===== config.mk =====
export PLATFORM = sky130hd
export DESIGN_NAME = stage_controller_flat
export DESIGN_NICKNAME = d
export VERILOG_FILES = /design/src/rtl/stage_controller_pkg.sv /design/src/rtl/stage_controller_if.sv /design/src/rtl/stage_controller_stall_timer.sv /design/src/rtl/stage_controller.sv /design/src/flat_wrapper.sv
export SDC_FILE = /design/constraint.sdc
export NUM_CORES = 1
export LEC_CHECK = 0
export ABC_CLOCK_PERIOD_IN_PS = 1790
export CAP_MARGIN = 10
export CORE_AREA = 2 2 39 41
export DETAILED_ROUTE_END_ITERATION = 6
export DIE_AREA = 0 0 41 43
export PLACE_DENSITY = 0.82
export SLEW_MARGIN = 0
export SYNTH_ARGS = -nofsm -noshare
export SYNTH_HDL_FRONTEND = slang
export SYNTH_SLANG_ARGS = --single-unit

===== constraint.sdc =====
create_clock -name clk -period 1.79 [get_ports clk]
set_clock_uncertainty 0.15 [all_clocks]
set_input_delay 0.4475 -clock clk [delete_from_list [all_inputs] [get_ports clk]]
set_output_delay 0.4475 -clock clk [all_outputs]
set_load 0.1 [all_outputs]

===== src/rtl/stage_controller_pkg.sv =====
// Shared architecture encodings for the stage controller: stage numbers, ALU opcodes and the memory stall limit.
package stage_controller_pkg;

  typedef enum logic [2:0] {
    STAGE_INST_FETCH = 3'd0,
    STAGE_REG_READ   = 3'd1,
    STAGE_EXECUTE    = 3'd2,
    STAGE_MEM        = 3'd3,
    STAGE_REG_UPDATE = 3'd4,
    STAGE_PC_UPDATE  = 3'd5,
    STAGE_HALTED     = 3'd6
  } stage_e;

  localparam logic [4:0] ALU_OP_ADD = 5'd0;
  localparam logic [4:0] ALU_OP_SUB = 5'd1;
  localparam logic [4:0] ALU_OP_AND = 5'd2;
  localparam logic [4:0] ALU_OP_OR  = 5'd3;
  localparam logic [4:0] ALU_OP_XOR = 5'd4;
  localparam logic [4:0] ALU_OP_SLT = 5'd5;
  localparam logic [4:0] ALU_OP_SHL = 5'd6;
  localparam logic [4:0] ALU_OP_SHR = 5'd7;
  localparam logic [4:0] ALU_OP_MUL = 5'd8;

  localparam int STALL_LIMIT = 15;
  localparam int STALL_W     = 4;

  function automatic logic is_mem_wait(stage_e s);
    return (s == STAGE_INST_FETCH) || (s == STAGE_MEM);
  endfunction

endpackage


===== src/rtl/stage_controller_if.sv =====
// Decode/memory/multiplier handshake bundle between the stage controller (master) and the datapath (slave).
interface stage_controller_if;
  logic [4:0] alu_operation;
  logic       inst_is_load;
  logic       inst_is_store;
  logic       inst_is_halt;
  logic       mem_ready;
  logic       mul_done;
  logic [2:0] stage;
  logic       mem_read_en;
  logic       mem_write_en;
  logic       reg_write_en;
  logic       pc_write_en;
  logic       mul_start;
  logic       timeout_err;

  modport master (
    input  alu_operation, inst_is_load, inst_is_store, inst_is_halt, mem_ready, mul_done,
    output stage, mem_read_en, mem_write_en, reg_write_en, pc_write_en, mul_start, timeout_err
  );

  modport slave (
    output alu_operation, inst_is_load, inst_is_store, inst_is_halt, mem_ready, mul_done,
    input  stage, mem_read_en, mem_write_en, reg_write_en, pc_write_en, mul_start, timeout_err
  );
endinterface


===== src/rtl/stage_controller_stall_timer.sv =====
// Memory stall counter: counts cycles waited in a memory stage and flags when the stall limit is reached.
module stall_timer
  import stage_controller_pkg::*;
(
  input  logic clk,
  input  logic rst,
  input  logic clear,
  input  logic count_en,
  output logic expired
);

  logic [STALL_W-1:0] r_count;

  // Saturates at the limit; the controller leaves the wait stage on that same edge anyway.
  always_ff @(posedge clk) begin
    if (rst || clear) begin
      r_count <= '0;
    end else if (count_en && !expired) begin
      r_count <= r_count + 1'b1;
    end
  end

  assign expired = (r_count == STALL_W'(STALL_LIMIT));

endmodule


===== src/rtl/stage_controller.sv =====
// Multi-cycle instruction stage sequencer with memory stall timeout.
// Optional MULTIPLIER_EN: EXECUTE waits for mul_done on ALU_OP_MUL after a one-cycle mul_start pulse.
module stage_controller
  import stage_controller_pkg::*;
(
  input  logic              clk,
  input  logic              rst,
  stage_controller_if.master bus
);

  stage_e r_state;
  stage_e w_state_next;
  logic   r_timeout_err;
  logic   w_timeout_set;
  logic   w_wait_stage;
  logic   w_expired;
  logic   w_mul_busy;
  logic   w_mul_start;

  assign w_wait_stage = is_mem_wait(r_state);

  stall_timer u_stall_timer (
    .clk      (clk),
    .rst      (rst),
    .clear    (!w_wait_stage),
    .count_en (w_wait_stage && !bus.mem_ready),
    .expired  (w_expired)
  );

`ifdef MULTIPLIER_EN
  logic r_mul_wait;
  logic w_is_mul;

  // mul_done only counts once the start pulse has gone out, so a stale done cannot end a new multiply.
  assign w_is_mul    = (r_state == STAGE_EXECUTE) && (bus.alu_operation == ALU_OP_MUL);
  assign w_mul_start = w_is_mul && !r_mul_wait;
  assign w_mul_busy  = w_is_mul && !(r_mul_wait && bus.mul_done);

  always_ff @(posedge clk) begin
    if (rst) begin
      r_mul_wait <= 1'b0;
    end else begin
      r_mul_wait <= w_mul_busy;
    end
  end
`else
  assign w_mul_start = 1'b0;
  assign w_mul_busy  = 1'b0;
`endif

  always_ff @(posedge clk) begin
    if (rst) begin
      r_state       <= STAGE_INST_FETCH;
      r_timeout_err <= 1'b0;
    end else begin
      r_state <= w_state_next;
      if (w_timeout_set) begin
        r_timeout_err <= 1'b1;
      end
    end
  end

  always_comb begin
    w_state_next  = r_state;
    w_timeout_set = 1'b0;
    case (r_state)
      STAGE_INST_FETCH: begin
        if (bus.mem_ready) begin
          w_state_next = STAGE_REG_READ;
        end else if (w_expired) begin
          w_state_next  = STAGE_HALTED;
          w_timeout_set = 1'b1;
        end
      end
      STAGE_REG_READ: w_state_next = STAGE_EXECUTE;
      STAGE_EXECUTE: begin
        if (!w_mul_busy) begin
          if (bus.inst_is_halt) begin
            w_state_next = STAGE_HALTED;
          end else if (bus.inst_is_load || bus.inst_is_store) begin
            w_state_next = STAGE_MEM;
          end else begin
            w_state_next = STAGE_REG_UPDATE;
          end
        end
      end
      STAGE_MEM: begin
        if (bus.mem_ready) begin
          w_state_next = bus.inst_is_load ? STAGE_REG_UPDATE : STAGE_PC_UPDATE;
        end else if (w_expired) begin
          w_state_next  = STAGE_HALTED;
          w_timeout_set = 1'b1;
        end
      end
      STAGE_REG_UPDATE: w_state_next = STAGE_PC_UPDATE;
      STAGE_PC_UPDATE:  w_state_next = STAGE_INST_FETCH;
      STAGE_HALTED:     w_state_next = STAGE_HALTED;
      default:          w_state_next = STAGE_INST_FETCH;
    endcase
  end

  assign bus.stage        = r_state;
  assign bus.mem_read_en  = (r_state == STAGE_INST_FETCH) ||
                            ((r_state == STAGE_MEM) && bus.inst_is_load);
  assign bus.mem_write_en = (r_state == STAGE_MEM) && bus.inst_is_store && !bus.inst_is_load;
  assign bus.reg_write_en = (r_state == STAGE_REG_UPDATE);
  assign bus.pc_write_en  = (r_state == STAGE_PC_UPDATE);
  assign bus.mul_start    = w_mul_start;
  assign bus.timeout_err  = r_timeout_err;

endmodule


===== src/flat_wrapper.sv =====
// flat-port wrapper written by rule: the top's interface ports become plain ports
module stage_controller_flat import stage_controller_pkg::*;
  (clk, rst, bus_alu_operation, bus_inst_is_load, bus_inst_is_store, bus_inst_is_halt, bus_mem_ready, bus_mul_done, bus_stage, bus_mem_read_en, bus_mem_write_en, bus_reg_write_en, bus_pc_write_en, bus_mul_start, bus_timeout_err);
  stage_controller_if bus_i ();
  input  logic clk;
  input  logic rst;
  input wire logic [$bits(bus_i.alu_operation)-1:0] bus_alu_operation;
  input wire logic [$bits(bus_i.inst_is_load)-1:0] bus_inst_is_load;
  input wire logic [$bits(bus_i.inst_is_store)-1:0] bus_inst_is_store;
  input wire logic [$bits(bus_i.inst_is_halt)-1:0] bus_inst_is_halt;
  input wire logic [$bits(bus_i.mem_ready)-1:0] bus_mem_ready;
  input wire logic [$bits(bus_i.mul_done)-1:0] bus_mul_done;
  output wire logic [$bits(bus_i.stage)-1:0] bus_stage;
  output wire logic [$bits(bus_i.mem_read_en)-1:0] bus_mem_read_en;
  output wire logic [$bits(bus_i.mem_write_en)-1:0] bus_mem_write_en;
  output wire logic [$bits(bus_i.reg_write_en)-1:0] bus_reg_write_en;
  output wire logic [$bits(bus_i.pc_write_en)-1:0] bus_pc_write_en;
  output wire logic [$bits(bus_i.mul_start)-1:0] bus_mul_start;
  output wire logic [$bits(bus_i.timeout_err)-1:0] bus_timeout_err;
  assign bus_i.alu_operation = bus_alu_operation;
  assign bus_i.inst_is_load = bus_inst_is_load;
  assign bus_i.inst_is_store = bus_inst_is_store;
  assign bus_i.inst_is_halt = bus_inst_is_halt;
  assign bus_i.mem_ready = bus_mem_ready;
  assign bus_i.mul_done = bus_mul_done;
  assign bus_stage = bus_i.stage;
  assign bus_mem_read_en = bus_i.mem_read_en;
  assign bus_mem_write_en = bus_i.mem_write_en;
  assign bus_reg_write_en = bus_i.reg_write_en;
  assign bus_pc_write_en = bus_i.pc_write_en;
  assign bus_mul_start = bus_i.mul_start;
  assign bus_timeout_err = bus_i.timeout_err;
  stage_controller u_core (.clk(clk), .rst(rst), .bus(bus_i));
endmodule

---- Word-level counts from Yosys, hierarchy flattened ----
Cells that the tools add are included.
storage, ports and cells
  word-level logic and storage cells ...... 36
  output and inout port bits .............. 9
  latch bits .............................. 0
  bits in read-only memories .............. 0
  register bits after elaboration ......... 8
  RAM bits ................................ 0
  memories kept ........................... 0
cells by class
  muxes and demuxes ....................... 10
  add/sub/neg operators ................... 1
  $lt $le $gt $ge ......................... 0
  shift-type cells ........................ 0
  div/mod/pow operators ................... 0
  multiply operators ...................... 0
  bitwise gates (word level) .............. 0
  eq/ne operators ......................... 7
  reductions and logical operators ........ 15
operator list
  cell                 count
  $pmux 3 s6           1
  $mux 3               5
  $eq 3x3->1 const B   3
  $eq 3x2->1 const B   2
  $logic_and 1x1->1    5
  $add 4x1->4 const B  1
  $eq 4x4->1 const B   1
  $logic_not 1->1      4
  $logic_or 1x1->1     4
  $mux 1               4
  $eq 3x1->1 const B   1
  $logic_not 3->1      1
  $reduce_or 2->1      1

---- Longest topological paths before layout ----
Gate-level depths: netlist of the first run.
  word-level depth ........................ 4
  depth in mapped cells ................... 4
  depth with buffers taken out ............ 4

---- By module ----
A second synthesis of the first run with hierarchy kept.
unflattened totals
  cell total of the unflattened synthesis .. 62
  area, all modules ....................... 499.2 µm²
modules (own cells, without submodules)
  module            area each (µm²)  cells an instance  times used  sequential area each (µm²)
  stage_controller  287.8            40                 1           80.1
  stall_timer       211.5            22                 1           80.1

---- Worst setup path after synthesis of the first run ----
No wires, ideal clock.
  kind .................................... reg2out
  start ................................... register u_core.r_state[2], in the netlist u_core.bus.stage[2]
  end ..................................... output bus_reg_write_en
  arrival ................................. 3528 ps
  cell stages (with the launch flop) ...... 3
  path slack .............................. -2336 ps
  path buffers ............................ 1
  required time ........................... 1192 ps
  cells stage by stage .................... dfxtp_1 -> buf_2 -> nor3b_1
on the way
  cells in the longest elaborated chain, start to end .. 1
RTL lines
  what                    line                     RTL
  start, declared         stage_controller.sv:11   stage_e r_state;
  start signal, assigned  stage_controller.sv:56   r_state <= w_state_next;
  $eq 3x3->1              stage_controller.sv:106  assign bus.reg_write_en = (r_state == STAGE_REG_UPDATE);
  end, declared           flat_wrapper.sv:16       output wire logic [$bits(bus_i.reg_write_en)-1:0] bus_reg_write_en;
Every way passes these cells.

---- Worst setup path after layout of the first run ----
  start ................................... register u_core.r_state[1], in the netlist u_core.bus.stage[1]
  end ..................................... output bus_reg_write_en
Same word-level chain as after synthesis.

==> qor.csv, run 1 <==
stage,metric,value,unit
run_status,outcome,"complete, but fails checks",
run_status,failing checks,setup timing,
route,Wirelength per Cell,12.8,µm
yosys,Yosys top cell area share,32.0,%
floorplan,Die ar.,1760,µm²
clocking,Worst-Skew Late Latency,260,ps
critical_path,critical path startpoint category,flop,
critical_path,crit path DAT,1230,ps
sta,Hold Slack,373,ps
critical_path,crit path max fanout,7,
route,Detailed Route Iter0 Violations,9,
placed_design,Post-DP HPWL,864,µm
critical_path,WS Path Type,flop to primary output,
route,vias,547,
yosys,Synth area leaders,"dfxtp_1, a21oi_1, nor3_1, a31oi_1, inv_1",
grt,vias in the first global route,465,
sta,Final Cycle Share,102,%
grt,initial antenna violation count,0,
route,number of remaining DRC errors,0,
run,max cap viols,0,
clocking,CTS tree,done,
grt,GR Util All Layers,18.2,%
route,Routed Antenna Nets,0,
route,1st-pass router iterations,4,
placed_design,Final GP Congestion,0.749,
yosys,Yosys top cell by area,dfxtp_1,
sta,Final Max Tran Viols,0,
sta,final worst slack,-37.2,ps
placed_design,dpl cells,88,
layout,Layout area overhead,78.0,%
sta,Peak Freq,0.547,GHz
layout,fill count,111,
yosys,"Seq/Total Area, Yosys",32.0,%
power,Leak Pwr,0.349,nW
grt,first-pass GRT wire length,2060,µm
layout,fraction of layout cells with a size suffix above 1,44.7,%
sta,setup TNS,-59.3,ps
power,power per cell area,998,nW/µm²
layout,ANT cells,0,
yosys,"EDFF count, synth",0,
layout,FF+latch area,171,µm²
yosys,ys flop type,dfxtp_1,
critical_path,slowest cell delay on critical path,370,ps
layout,final net count,99,
floorplan,Initial Util,36.2,%
route,WL final,1290,µm
sta,"Setup violations, final",2,
yosys,Synth async-reset ratio,0,%
grt,GR Overflow Total,0,
yosys,#FFs+latches synth,8,
floorplan,die width,41,µm
yosys,Synth warnings,0,
clocking,# hold bufs at CTS,0,
critical_path,Worst setup EP type,primary output,
critical_path,worst path cell trace,buf_4 -> nor3b_4 -> buf_12,
floorplan,row count,14,
sta,RSZ-0062 raised after global routing,true,
critical_path,CP max-delay cell,dfxtp_4,
floorplan,core area,1380,µm²
sta,Fin. Hold Viols,0,
layout,Final Util,64.4,%
placed_design,placed cell areas,791,µm²
yosys,synth unique cells,32,
clocking,CTS Root Cell,clkbuf_4,
hold_path,Hold WC Path Type,flop to flop,
layout,fin cells,101,
power,Max IR drop VDD,546,µV
route,Vias/cell,5.42,
clocking,TritonCTS buffer count,3,
critical_path,"Req. time, crit path",1190,ps
clocking,clk slew on worst S/H paths,60,ps
yosys,area of the mapped netlist,500,µm²
clocking,clk sinks,8,
yosys,Synth Instances,60,
clocking,clock buffer depth,2,
yosys,commonest cells in the netlist,"dfxtp_1, a21oi_1, inv_1",
floorplan,I/O pin count,21,
yosys,Syn Nets,73,
floorplan,DIE HEIGHT,43,µm
layout,final instance area,891,µm²
yosys,most frequent cell after synthesis,dfxtp_1,
layout,area of the multi-input gates,348,µm²
clocking,H-tree depth,1,
grt,largest net degree at the start of global routing,11,
power,total power,0.889,mW
yosys,syn_area_per_cell,8.34,µm²
placed_design,dpl ws,-324,ps
placed_design,PortBufs,13,
sta,Period minus WS final,1830,ps
==> state kept, by name, indices dropped and copies added, names as in the netlist <==
register / flops
u_core.u_stall_timer.r_count: 4
u_core.bus.stage: 3
u_core.bus.timeout_err: 1
==> routing by layer <==
layer / wire (µm) / track usage [%] / vias up
met5: 0 / 0 / -
met4: 0 / 6.00 / 0
met3: 81 / 9.42 / 0
met2: 728 / 29.1 / 19
met1: 480 / 19.6 / 258
li1: - / - / 270
==> power breakdown <==
part,internal [mW],switching (mW)
Combinational,0.214,0.288
Clock,0.0854,0.0641
Sequential,0.200,0.0361
==> cells in the final DEF, fill, tap and decap left out, types with 2 or more instances in the layout <==
cell type,Yosys,layout
nor3_4,0,2
or2_2,2,2
xnor2_1,2,2
clkdlybuf4s50_1,0,3
nor2_1,4,4
inv_1,5,4
buf_12,0,8
dfxtp_4,0,3
clkbuf_4,0,3
buf_4,2,11
a21oi_1,5,4
a31oi_1,3,3
dfxtp_1,8,5
nor3_1,4,2
==> worst max-delay path: cells and delay by family (launching register included) <==
family / cells / cell delay (ps)
buffers and inverters: 2 / 350
and+or+nand+nor: 1 / 250
DFF: 1 / 370
==> kinds of logic after synthesis <==
logic type               count (synthesis)  synth area share, %
AND/OR/NAND/NOR                         24                 30.3
AO/OA/AOI/OAI                           14                 19.0
buffers and inverters                    9                 10.0
flip-flops                               8                 32.0
XOR/XNOR                                 2                 3.50
adder cells (fa/ha/maj)                  1                 2.50
other                                    1                0.749
multiplexers                             1                 2.00
==> layout make-up <==
type | count | area share [%]
well taps | 16 | 2.25
inverters | 5 | 2.39
flip-flops and latches | 8 | 19.2
repair buffers | 25 | 34.1
clock buffers | 4 | 2.95
multi-input cells | 43 | 39.0
==> final timing paths <==
kind | start | end | slack (ps) | depth (start not counted)
worst max-delay path | u_core.bus.stage[1]$_SDFF_PP0_ | bus_reg_write_en | -40 | 3
worst min-delay path | u_core.u_stall_timer.r_count[1]$_SDFFE_PP0P_ | u_core.u_stall_timer.r_count[1]$_SDFFE_PP0P_ | 370 | 2
worst max register to register | u_core.bus.stage[0]$_SDFF_PP0_ | u_core.bus.stage[0]$_SDFF_PP0_ | 330 | 4
worst min register to register | u_core.u_stall_timer.r_count[1]$_SDFFE_PP0P_ | u_core.u_stall_timer.r_count[1]$_SDFFE_PP0P_ | 370 | 2
==> repair_timing <==
item	CTS	global route
buffers inserted	7	2
gates resized for setup	6	0
endpoints found under the setup margin	2	4
pin swaps	4	1
Note: power is estimated with default switching activity, not from simulation.
==> run 2, diff against run 1 <==
Settings changed: MAX_ROUTING_LAYER from default to met4.
==> qor.csv, run 2 (synthesis results as in run 1) <==
stage,metric,value,unit
run_status,outcome,"complete, but fails checks",
run_status,failing checks,setup timing,
critical_path,WS Path Type,flop to primary output,
route,Wirelength per Cell,12.7,µm
sta,Hold Slack,376,ps
sta,Fin. Hold Viols,0,
critical_path,crit path max fanout,7,
route,vias,546,
clocking,Worst-Skew Late Latency,260,ps
grt,first-pass GRT wire length,2060,µm
sta,Period minus WS final,1830,ps
grt,initial antenna violation count,0,
critical_path,worst path cell trace,buf_4 -> nor3b_4 -> buf_12,
grt,GR Util All Layers,18.3,%
sta,"Setup violations, final",2,
power,Leak Pwr,0.349,nW
clocking,TritonCTS buffer count,3,
route,Routed Antenna Nets,0,
layout,area of the multi-input gates,348,µm²
layout,"commonest non-fill, non-tap cell in the layout",buf_4,
critical_path,CP max-delay cell,dfxtp_4,
critical_path,Worst setup EP type,primary output,
floorplan,Die ar.,1760,µm²
grt,largest net degree at the start of global routing,11,
layout,Layout area overhead,78.0,%
placed_design,dpl ws,-324,ps
placed_design,Post-DP HPWL,864,µm
critical_path,buffers and inverters on the worst path,2,
placed_design,PortBufs,13,
floorplan,Initial Util,36.2,%
clocking,clk sinks,8,
route,1st-pass router iterations,3,
clocking,CTS Root Cell,clkbuf_4,
sta,final worst slack,-36.5,ps
layout,most frequent cells in the layout,"buf_4, buf_12, dfxtp_1",
layout,final net count,99,
power,Max IR drop VDD,546,µV
placed_design,Final GP Congestion,0.758,
layout,ANT cells,0,
layout,FF+latch area,171,µm²
grt,vias in the first global route,469,
clocking,# hold bufs at CTS,0,
route,Vias/cell,5.41,
hold_path,Hold WC Path Type,flop to flop,
layout,max FFs per register,4,
layout,fill count,111,
route,WL final,1280,µm
critical_path,critical path startpoint category,flop,
clocking,clock buffer depth,2,
power,power per cell area,997,nW/µm²
hold_path,worst hold start,u_core.u_stall_timer.r_count[1]$_SDFFE_PP0P_,
critical_path,crit path DAT,1230,ps
floorplan,die width,41,µm
route,number of remaining DRC errors,0,
power,total power,0.888,mW
floorplan,row count,14,
clocking,H-tree depth,1,
layout,fin cells,101,
grt,GR Overflow Total,0,
run,max cap viols,0,
layout,fraction of layout cells with a size suffix above 1,44.7,%
floorplan,I/O pin count,21,
placed_design,dpl cells,88,
route,Detailed Route Iter0 Violations,8,
clocking,CTS tree,done,
sta,RSZ-0062 raised after global routing,true,
layout,Top reg by flops,u_core.u_stall_timer.r_count,
clocking,clk slew on worst S/H paths,60,ps
critical_path,Crit path max-delay family,flip-flops,
floorplan,core area,1380,µm²
floorplan,DIE HEIGHT,43,µm
sta,Peak Freq,0.547,GHz
critical_path,Worst Setup SP,u_core.bus.stage[1]$_SDFF_PP0_,
sta,Final Cycle Share,102,%
critical_path,slowest cell delay on critical path,360,ps
critical_path,reg2reg start,u_core.bus.stage[0]$_SDFF_PP0_,
sta,Final Max Tran Viols,0,
critical_path,"Req. time, crit path",1190,ps
## run 2: cell counts in the layout (fill, tap and decap cells not counted)
Identical to the previous run, type by type.
## run 2: worst min-delay path: stages (launching register included)
cell,delay [ps]
dfxtp_1,350
mux2i_1,70
nor2_1,70
## run 2: path summary, 6_finish.rpt
kind                                                  end  slack, ps  depth (start not counted)
max                                      bus_reg_write_en        -40                          3
min          u_core.u_stall_timer.r_count[1]$_SDFFE_PP0P_        380                          2
max reg2reg                u_core.bus.stage[0]$_SDFF_PP0_        330                          4
min reg2reg  u_core.u_stall_timer.r_count[1]$_SDFFE_PP0P_        380                          2
## run 2: per-layer routing
metal / vias to the layer above / GRT usage (%) / wire, µm
met5: - / - / 0
met2: 13 / 29.1 / 716
met4: 0 / 6.00 / 0
li1: 271 / - / -
met3: 0 / 7.85 / 71
met1: 262 / 19.6 / 496
## run 2: area by class of cell
| cell class | instances | area share (%) |
|---|---|---|
| timing repair buffer | 25 | 34.1 |
| tap | 16 | 2.25 |
| clock buffer | 4 | 2.95 |
| inverter | 5 | 2.39 |
| multi-input combinational | 43 | 39.0 |
| sequential | 8 | 19.2 |
## run 2: repair_timing
| item | in CTS | in global routing |
|---|---|---|
| buffers inserted | 7 | 2 |
| gates resized for setup | 6 | 0 |
| gates cloned | 0 | 0 |
| setup endpoints to repair | 2 | 4 |
| pin swaps | 4 | 1 |
## run 2: power breakdown
part           switching (mW)  internal [mW]  total, mW
Clock                  0.0638         0.0854      0.149
Sequential             0.0362          0.200      0.237
Combinational           0.288          0.214      0.503
## run 2: per-stage QoR
step           area, µm²  utilization (%)  TNS [ps]
2_1_floorplan        583                -     -1570
3_3_place_gp         791             57.1      -771
3_5_place_dp         791             57.1      -881
4_1_cts              876             63.3     -66.5
5_1_grt              891             64.4      -253
6_report             891             64.4     -57.1
==> run 3, diff against run 2 <==
Settings changed: ABC_CLOCK_PERIOD_IN_PS 1790 to default.
==> results of run 3 <==
Same layout as run 2: the final DEF is identical, and so are final timing and power.
